**src/rtl/pio_in_debounce.sv**
```systemverilog
// rtl/pio_in_debounce.sv - per-bit synchronizer, debounce counter, edge strobes and sticky edge flags
// A level is accepted once s2 has disagreed with the output for DB_CYCLES consecutive edges.
module pio_in_debounce #(
  parameter int W         = 8,
  parameter int DB_CYCLES = 250000
) (
  input  logic         clk_clk,
  input  logic         reset_reset,
  input  logic [W-1:0] raw_in,
  input  logic [W-1:0] edge_clr,
  output logic [W-1:0] pio_0_in_port,
  output logic [W-1:0] rise_stb,
  output logic [W-1:0] fall_stb,
  output logic [W-1:0] edge_cap,
  output logic         irq
);

  localparam int CW = (DB_CYCLES > 2) ? $clog2(DB_CYCLES) : 1;
  localparam logic [CW-1:0] CNT_MAX = CW'(DB_CYCLES - 1);

  generate
    if (DB_CYCLES < 2) begin : g_bad_param
      $error("pio_in_debounce: DB_CYCLES must be at least 2");
    end
  endgenerate

  logic [W-1:0]         s1_q;
  logic [W-1:0]         s2_q;
  logic [W-1:0][CW-1:0] cnt_q;
  logic [W-1:0][CW-1:0] cnt_d;
  logic [W-1:0]         level_q;
  logic [W-1:0]         level_d;
  logic [W-1:0]         rise_q;
  logic [W-1:0]         rise_d;
  logic [W-1:0]         fall_q;
  logic [W-1:0]         fall_d;
  logic [W-1:0]         edge_cap_q;
  logic [W-1:0]         edge_cap_d;
  logic                 irq_q;
  logic                 irq_d;
  logic [W-1:0]         load;

  // Each bit has its own counter; the comparison against the output keeps bits independent.
  always_comb begin
    cnt_d   = cnt_q;
    level_d = level_q;
    load    = '0;
    for (int i = 0; i < W; i++) begin
      if (s2_q[i] == level_q[i]) begin
        cnt_d[i] = '0;
      end else if (cnt_q[i] == CNT_MAX) begin
        load[i]    = 1'b1;
        level_d[i] = s2_q[i];
        cnt_d[i]   = '0;
      end else begin
        cnt_d[i] = cnt_q[i] + CW'(1);
      end
    end
  end

  // A new transition on the same edge as a clear keeps the flag set.
  always_comb begin
    rise_d     = load & s2_q;
    fall_d     = load & ~s2_q;
    edge_cap_d = (edge_cap_q & ~edge_clr) | load;
    irq_d      = |edge_cap_q;
  end

  always_ff @(posedge clk_clk or posedge reset_reset) begin
    if (reset_reset) begin
      s1_q       <= '0;
      s2_q       <= '0;
      cnt_q      <= '0;
      level_q    <= '0;
      rise_q     <= '0;
      fall_q     <= '0;
      edge_cap_q <= '0;
      irq_q      <= 1'b0;
    end else begin
      s1_q       <= raw_in;
      s2_q       <= s1_q;
      cnt_q      <= cnt_d;
      level_q    <= level_d;
      rise_q     <= rise_d;
      fall_q     <= fall_d;
      edge_cap_q <= edge_cap_d;
      irq_q      <= irq_d;
    end
  end

  assign pio_0_in_port = level_q;
  assign rise_stb      = rise_q;
  assign fall_stb      = fall_q;
  assign edge_cap      = edge_cap_q;
  assign irq           = irq_q;

endmodule
```
**config.mk**
```make
export PLATFORM = sky130hd
export DESIGN_NAME = pio_in_debounce
export DESIGN_NICKNAME = d
export VERILOG_FILES = /design/src/rtl/pio_in_debounce.sv
export SDC_FILE = /design/constraint.sdc
export NUM_CORES = 1
export LEC_CHECK = 0
export ABC_AREA = 1
export BUFFER_PORTS_ARGS = -buffer_cell sky130_fd_sc_hd__buf_2
export CORE_MARGIN = 2
export CORE_UTILIZATION = 55
export DETAILED_ROUTE_END_ITERATION = 8
export GPL_ROUTABILITY_DRIVEN = 0
export GPL_TIMING_DRIVEN = 0
export PLACE_DENSITY = 0.81
export SETUP_SLACK_MARGIN = 0.02
export SYNTH_ARGS = -nofsm -noshare
export SYNTH_HDL_FRONTEND = slang
export SYNTH_SLANG_ARGS = --single-unit
```
**constraint.sdc**
```tcl
create_clock -name clk_clk -period 7.45 [get_ports clk_clk]
set_clock_uncertainty 0.2 [all_clocks]
set_input_delay 1.49 -clock clk_clk [delete_from_list [all_inputs] [get_ports clk_clk]]
set_output_delay 1.49 -clock clk_clk [all_outputs]
set_load 0.01 [all_outputs]
```
==> results of run 1 <==
==> per-layer routing <==
| layer | up-vias | part of all wire (%) | routed length [um] |
|---|---|---|---|
| met5 | - | 0 | 0 |
| met4 | 0 | 2.4 | 478 |
| li1 | 4041 | - | - |
| met1 | 3793 | 46 | 9343 |
| met3 | 33 | 3.7 | 756 |
| met2 | 153 | 48 | 9642 |
==> area by class of cell <==
type / count / area (sq um)
inverters: 136 / 518.0
plain buffers: 1 / 5.005
multi-input cells: 910 / 4486
repair buffers: 51 / 277.8
clock inverters: 13 / 183.9
clock buffers: 19 / 432.9
flip-flops and latches: 193 / 4830
fillers: 1411 / 6342
well taps: 225 / 281.5
==> cells in the mapped netlist, types with 2 or more instances <==
cell	instances	area [sq um]
nor3b_1	6	45.04
and2_0	3	18.77
inv_2	5	18.77
nor3b_2	2	25.02
nand2_2	26	162.7
nand2_4	2	22.52
nor3_1	20	100.1
ha_1	8	100.1
nand2_1	224	840.8
dfrtp_1	193	4830
a21oi_1	14	70.07
xor2_1	53	464.2
nand3b_1	4	30.03
o21ai_1	10	50.05
xnor2_1	14	122.6
o22ai_1	5	31.28
nand3_1	110	550.5
o21ai_0	17	85.08
inv_1	131	491.7
nor2_2	25	156.4
nor2_4	18	202.7
or2_2	2	12.51
nand4_1	17	106.4
nor2_1	317	1190
o21bai_1	7	52.55
==> cell families after synthesis <==
group           Yosys count  share of synthesized area [%]
simple gates            779                          35.46
fa+ha+maj                 8                          1.018
buf+inv                 137                          5.244
compound gates           56                          3.182
flops                   193                          49.13
xor+xnor                 67                          5.969
==> power by group through the flow <==
| stage | logic, W | registers [W] | clock network (W) |
|---|---|---|---|
| 4_1_cts | 0.0000719 | 0.00107 | 0.000972 |
| 5_1_grt | 0.0000827 | 0.00108 | 0.00102 |
| 3_3_place_gp | 0.0000664 | 0.00109 | 0 |
| 6_report | 0.0000696 | 0.00107 | 0.000955 |
| 3_5_place_dp | 0.0000708 | 0.00109 | 0 |
| 2_1_floorplan | 0.0000487 | 0.00109 | 0 |
==> through the flow <==
step	worst slack, ns	util, %	hold WS (ns)	setup TNS, ns
2_1_floorplan	0.5045	-	0.1312	0
3_3_place_gp	-1.478	59.70	0.1323	-281.86
3_5_place_dp	4.681	59.90	0.1347	0
4_1_cts	4.688	63.46	0.1492	0
5_1_grt	4.662	63.46	0.1555	0
6_report	4.686	63.46	0.1434	0
==> placed cells by master, fill, tap and decap left out, drive strengths merged <==
| master | instances |
|---|---|
| bufinv | 4 |
| clkbuf | 19 |
| a21oi | 15 |
| o22ai | 5 |
| buf | 52 |
| nor3b | 8 |
| nor2 | 360 |
| and2 | 3 |
| nand2 | 252 |
| xnor2 | 14 |
| nor4 | 1 |
| ha | 8 |
| a31oi | 1 |
| nand3b | 4 |
| o21ai | 28 |
| dfrtp | 193 |
| or2 | 3 |
| nor3 | 20 |
| clkinv | 3 |
| nand3 | 111 |
| clkinvlp | 3 |
| nand4 | 17 |
| xor2 | 53 |
| inv | 139 |
| o21bai | 7 |
==> flip-flops by register name, summed over array words and instances, names as in the netlist <==
register,flops
pio_0_in_port,8
irq,1
rise_stb,8
fall_stb,8
edge_cap,8
s2_q,8
cnt_q,144
s1_q,8
==> how the worst min path moves through the flow <==
stage,cells after the start,to,slack (ns),from
global placement,0,s2_q[7],0.13,s1_q[7]
floorplan,0,s2_q[0],0.13,s1_q[0]
finish,0,s2_q[7],0.14,s1_q[7]
global route,0,s2_q[5],0.16,s1_q[5]
detailed placement,0,s2_q[3],0.13,s1_q[3]
CTS,0,s2_q[7],0.15,s1_q[7]
==> metrics.txt, run 1 <==
Critical path buffers and inverters=1; Max VDD drop=0.1767 mV; DIE AREA=18960 sq um; sequence of cells on the critical path=buf_2; post-DP HPWL=14.14 mm; Post-DP Area=10400 sq um; via count=8020; Seq pwr share=51.2%; FF+latch count, synth=193; Post-CTS Resized=0; Least-Margin Pin Slew=0.5744 ns; dpl cells=1516; GRT busiest layer=met2; CP required=5.76 ns; floorplan die height=137.7 um; CP Capture Type=output pin; vias in the first global route=7836; Max Cap Viol=0; met1 Use GR=30.27%; Site Rows=48; flop-to-flop setup slack=5.62 ns; met3 GRT Util=4.047%; max-slew violations=0; Stages on worst setup path=1; antenna violations before repair=0; ys flop type=dfrtp_1; minimum clock period=2.764 ns; Critical Path Start Type=flip-flop; Layout area overhead=12.04%; die width=137.7 um; CTS Buffer Depth=2; Core ar.=17360 sq um; NetSw=0.0004552 W; Hold WC Path Type=flip-flop to flip-flop; CP endpoint=edge_cap[5]; Slew headroom=61.71%; clk sinks=193; io pins=51; clock latency on the worst-skew pair=0.44 ns; Clk pwr share=45.5%; total setup buffers inserted after CTS=0; worst r2r dst=cnt_q[75]; static leakage=4.874 nW; clock-pin slew on the worst setup and hold paths=0.07 ns; crit-path leading delay family=flip-flops; switching share of power=21.69%; share of cells above drive strength 1=12.55%; total iterations of the first detailed-routing run=6; CTS root buf=clkbuf_16; largest net degree at the start of global routing=111; CTS tree=yes; kind of critical path=flip-flop to output pin; internal power=0.001644 W; setup violators final=0; fmax=361.9 MHz; DRC=0; crit path DAT=1.07 ns; pwr dens=190.6 nW/um^2; Hold Vio Cnt, Final=0; syn nets=1266; grt ovf=0; RSZ-0062 raised after global routing=no; WL final=20.22 mm; R2R cell count=6; Final nets=1336; crit path from=edge_cap[5]; status=completed; GR Util All Layers=23.06%; Hold Buf Count CTS=0; Iteration-0 DRC Markers=594; r2r startpoint=cnt_q[72]; cells after synthesis=1240; Antenna Cells=0; CP max stage cell=dfrtp_1; Final Instance Area=11010 sq um; Vias/cell=5.181; synth unique cells=32; total power=0.002099 W; I/O Buffers=50; crit-path max FO=3; Final ANT Viol Nets=0; number of synthesized flops with an enable pin=0; wire length of the first global-routing pass=34.89 mm; synthesis warning total=0; final cell count without fillers=1548; Global Route met2 Usage=38.28%; Mapped Area=9831 sq um; H-tree depth=4; Starting Density=56.64%; detail-routed net length per standard cell=13.06 um; post-synthesis sequential area ratio=49.13%; crit-path max cell delay=0.44 ns; post-synthesis async set-or-reset flop share=100.0%; Final period util=37.09%; post-synthesis area per instance=7.928 sq um; Logic pwr share=3.3%; Inserted Clock Buffers=17
No activity file was read; power rests on OpenSTA's default activity.
==> run 2: changes to the inputs <==
--- a/config.mk
+++ b/config.mk
@@ -12,7 +12,7 @@
 export DETAILED_ROUTE_END_ITERATION = 8
 export GPL_ROUTABILITY_DRIVEN = 0
 export GPL_TIMING_DRIVEN = 0
-export PLACE_DENSITY = 0.81
+export PLACE_DENSITY = 0.84
 export SETUP_SLACK_MARGIN = 0.02
 export SYNTH_ARGS = -nofsm -noshare
 export SYNTH_HDL_FRONTEND = slang
==> constraint.sdc (replaced) <==
create_clock -name clk_clk -period 2.3 [get_ports clk_clk]
set_clock_uncertainty 0.2 [all_clocks]
set_input_delay 0.46 -clock clk_clk [delete_from_list [all_inputs] [get_ports clk_clk]]
set_output_delay 0.46 -clock clk_clk [all_outputs]
set_load 0.01 [all_outputs]
==> run 2 against run 1 <==
  * Clock-buffer cell count fell by 2
  * Sequential power rose to 3.3 times the previous value
  * Combinational power rose to 3.7 times the previous value
  * Total power rose to 3.2 times the previous value
  * Die area did not move
  * First-iteration DRC count fell by 14%
  * Non-clock buffer count rose by 19
  * Critical path depth rose by 6
  * Critical path type is now input port to async pin
==> metrics.txt, run 2 (synthesized netlist as in run 1, its figures left out) <==
WL final=20.05 mm; CP required=2.72 ns; Max Cap Viol=0; GR Util All Layers=22.95%; Clk pwr share=44.8%; CTS Buffer Depth=2; r2r startpoint=cnt_q[108]; Post-DP Area=10470 sq um; DIE AREA=18960 sq um; grt ovf=0; Logic pwr share=3.8%; NetSw=0.001521 W; io pins=51; switching share of power=22.45%; sequence of cells on the critical path=dlygate4sd3_1, buf_2, clkinvlp_4, buf_12, buf_12, buf_12, buf_12; die width=137.7 um; total iterations of the first detailed-routing run=5; leading cell type in the layout, fill and taps excluded=nor2_1; max-slew violations=0; Least-Margin Pin Slew=0.4813 ns; Final ANT Viol Nets=0; Site Rows=48; setup violators final=0; total power=0.006776 W; Post-CTS Resized=0; DRC=0; crit-path max cell delay=0.53 ns; floorplan die height=137.7 um; Final Instance Area=11230 sq um; Hold WC Path Type=input port to flip-flop; minimum clock period=1.881 ns; Starting Density=56.64%; pwr dens=603.6 nW/um^2; detail-routed net length per standard cell=12.79 um; Antenna Cells=0; CTS tree=yes; most used cell, CP=buf_12; Inserted Clock Buffers=17; RSZ-0062 raised after global routing=no; largest net degree at the start of global routing=44; internal power=0.005255 W; antenna violations before repair=0; clock latency on the worst-skew pair=0.44 ns; CP Capture Type=async pin; kind of critical path=input port to async pin; vias in the first global route=7703; Vias/cell=5.164; fmax=531.6 MHz; clock-pin slew on the worst setup and hold paths=0.07 ns; Hold Vio Cnt, Final=0; max reg flops=144; via count=8092; share of cells above drive strength 1=12.82%; Iteration-0 DRC Markers=512; fill count=1422; clk sinks=193; crit-path max FO=43; crit path DAT=2.30 ns; Slew headroom=67.88%; static leakage=4.967 nW; Reg with most FFs=cnt_q; Critical Path Start Type=input port; Final nets=1355; wire length of the first global-routing pass=34.57 mm; Core ar.=17360 sq um; CTS root buf=clkbuf_16; crit path from=reset_reset; most frequent cells in the layout=nor2_1, nand2_1, dfrtp_1, inv_1, nand3_1; CP max stage cell=dlygate4sd3_1; H-tree depth=4; Max VDD drop=0.5008 mV; Seq pwr share=51.4%; status=completed; hold path startpoint=edge_clr[2]; Final period util=81.79%; Layout area overhead=14.19%; post-DP HPWL=14.54 mm; I/O Buffers=50
-- run 2: cell types whose count changed in the layout (fill, tap and decap cells not counted) --
cell | before | now
bufinv_16 | 4 | 3
dlygate4sd3_1 | 0 | 15
clkinv_4 | 0 | 3
buf_12 | 0 | 5
clkbuf_1 | 2 | 0
buf_16 | 1 | 0
-- run 2: final cells by class --
type / count / area (sq um) / share of cell area, %
flip-flops and latches: 193 / 4830 / 43.02
multi-input cells: 910 / 4486 / 39.96
inverters: 136 / 514.2 / 4.581
repair buffers: 70 / 500.5 / 4.458
clock buffers: 17 / 425.4 / 3.790
well taps: 225 / 281.5 / 2.508
clock inverters: 15 / 183.9 / 1.638
plain buffers: 1 / 5.005 / 0.04458
-- run 2: worst paths after layout --
check                              endpoint  slack (ns)  cells past startpoint
min in group asynchronous  pio_0_in_port[2]        0.28                      3
hold reg to reg                     s2_q[2]        0.15                      0
setup / recovery                   cnt_q[7]        0.42                      7
max in group clk_clk             cnt_q[120]        0.50                      6
hold / removal                  edge_cap[2]        0.02                      2
setup reg to reg                 cnt_q[120]        0.50                      6
-- run 2: timing repair --
| item | 4_1_cts | 5_1_grt |
|---|---|---|
| setup buffers | 0 | 0 |
| hold endpoints to repair | 99 | 0 |
| hold buffers | 15 | 0 |
-- run 2: power groups by stage --
stage / registers, W / clock network (W) / logic [W]
4_1_cts: 0.00348 / 0.00311 / 0.000265
3_3_place_gp: 0.00354 / 0 / 0.000215
2_1_floorplan: 0.00354 / 0 / 0.000158
6_report: 0.00348 / 0.00304 / 0.000259
3_5_place_dp: 0.00354 / 0 / 0.000245
5_1_grt: 0.00349 / 0.00326 / 0.000302
-- run 2: through the flow --
stage / utilization, % / setup slack [ns] / setup TNS [ns] / hold WS [ns] / std cells
2_1_floorplan: - / -0.8504 / -164.13 / 0.1312 / 1240
3_3_place_gp: 59.72 / -1.960 / -375.11 / 0.1327 / 1515
3_5_place_dp: 60.30 / 0.4454 / 0 / 0.1364 / 1520
4_1_cts: 64.68 / 0.3543 / 0 / 0.007002 / 1567
5_1_grt: 64.68 / 0.2372 / 0 / 0.004315 / 1567
6_report: 64.68 / 0.4189 / 0 / 0.02060 / 1567
-- run 2: worst max-delay path: cells and delay by family --
family	cells	cell delay, ns
buffers and inverters	7	1.81
-- run 2: metal layers --
metal	GRT usage (%)	vias up	wire length, um
met5	0	-	0
met4	7.370	0	288
met3	5.040	26	831
met2	38.81	171	9783
met1	29.48	3826	9145
li1	-	4069	-
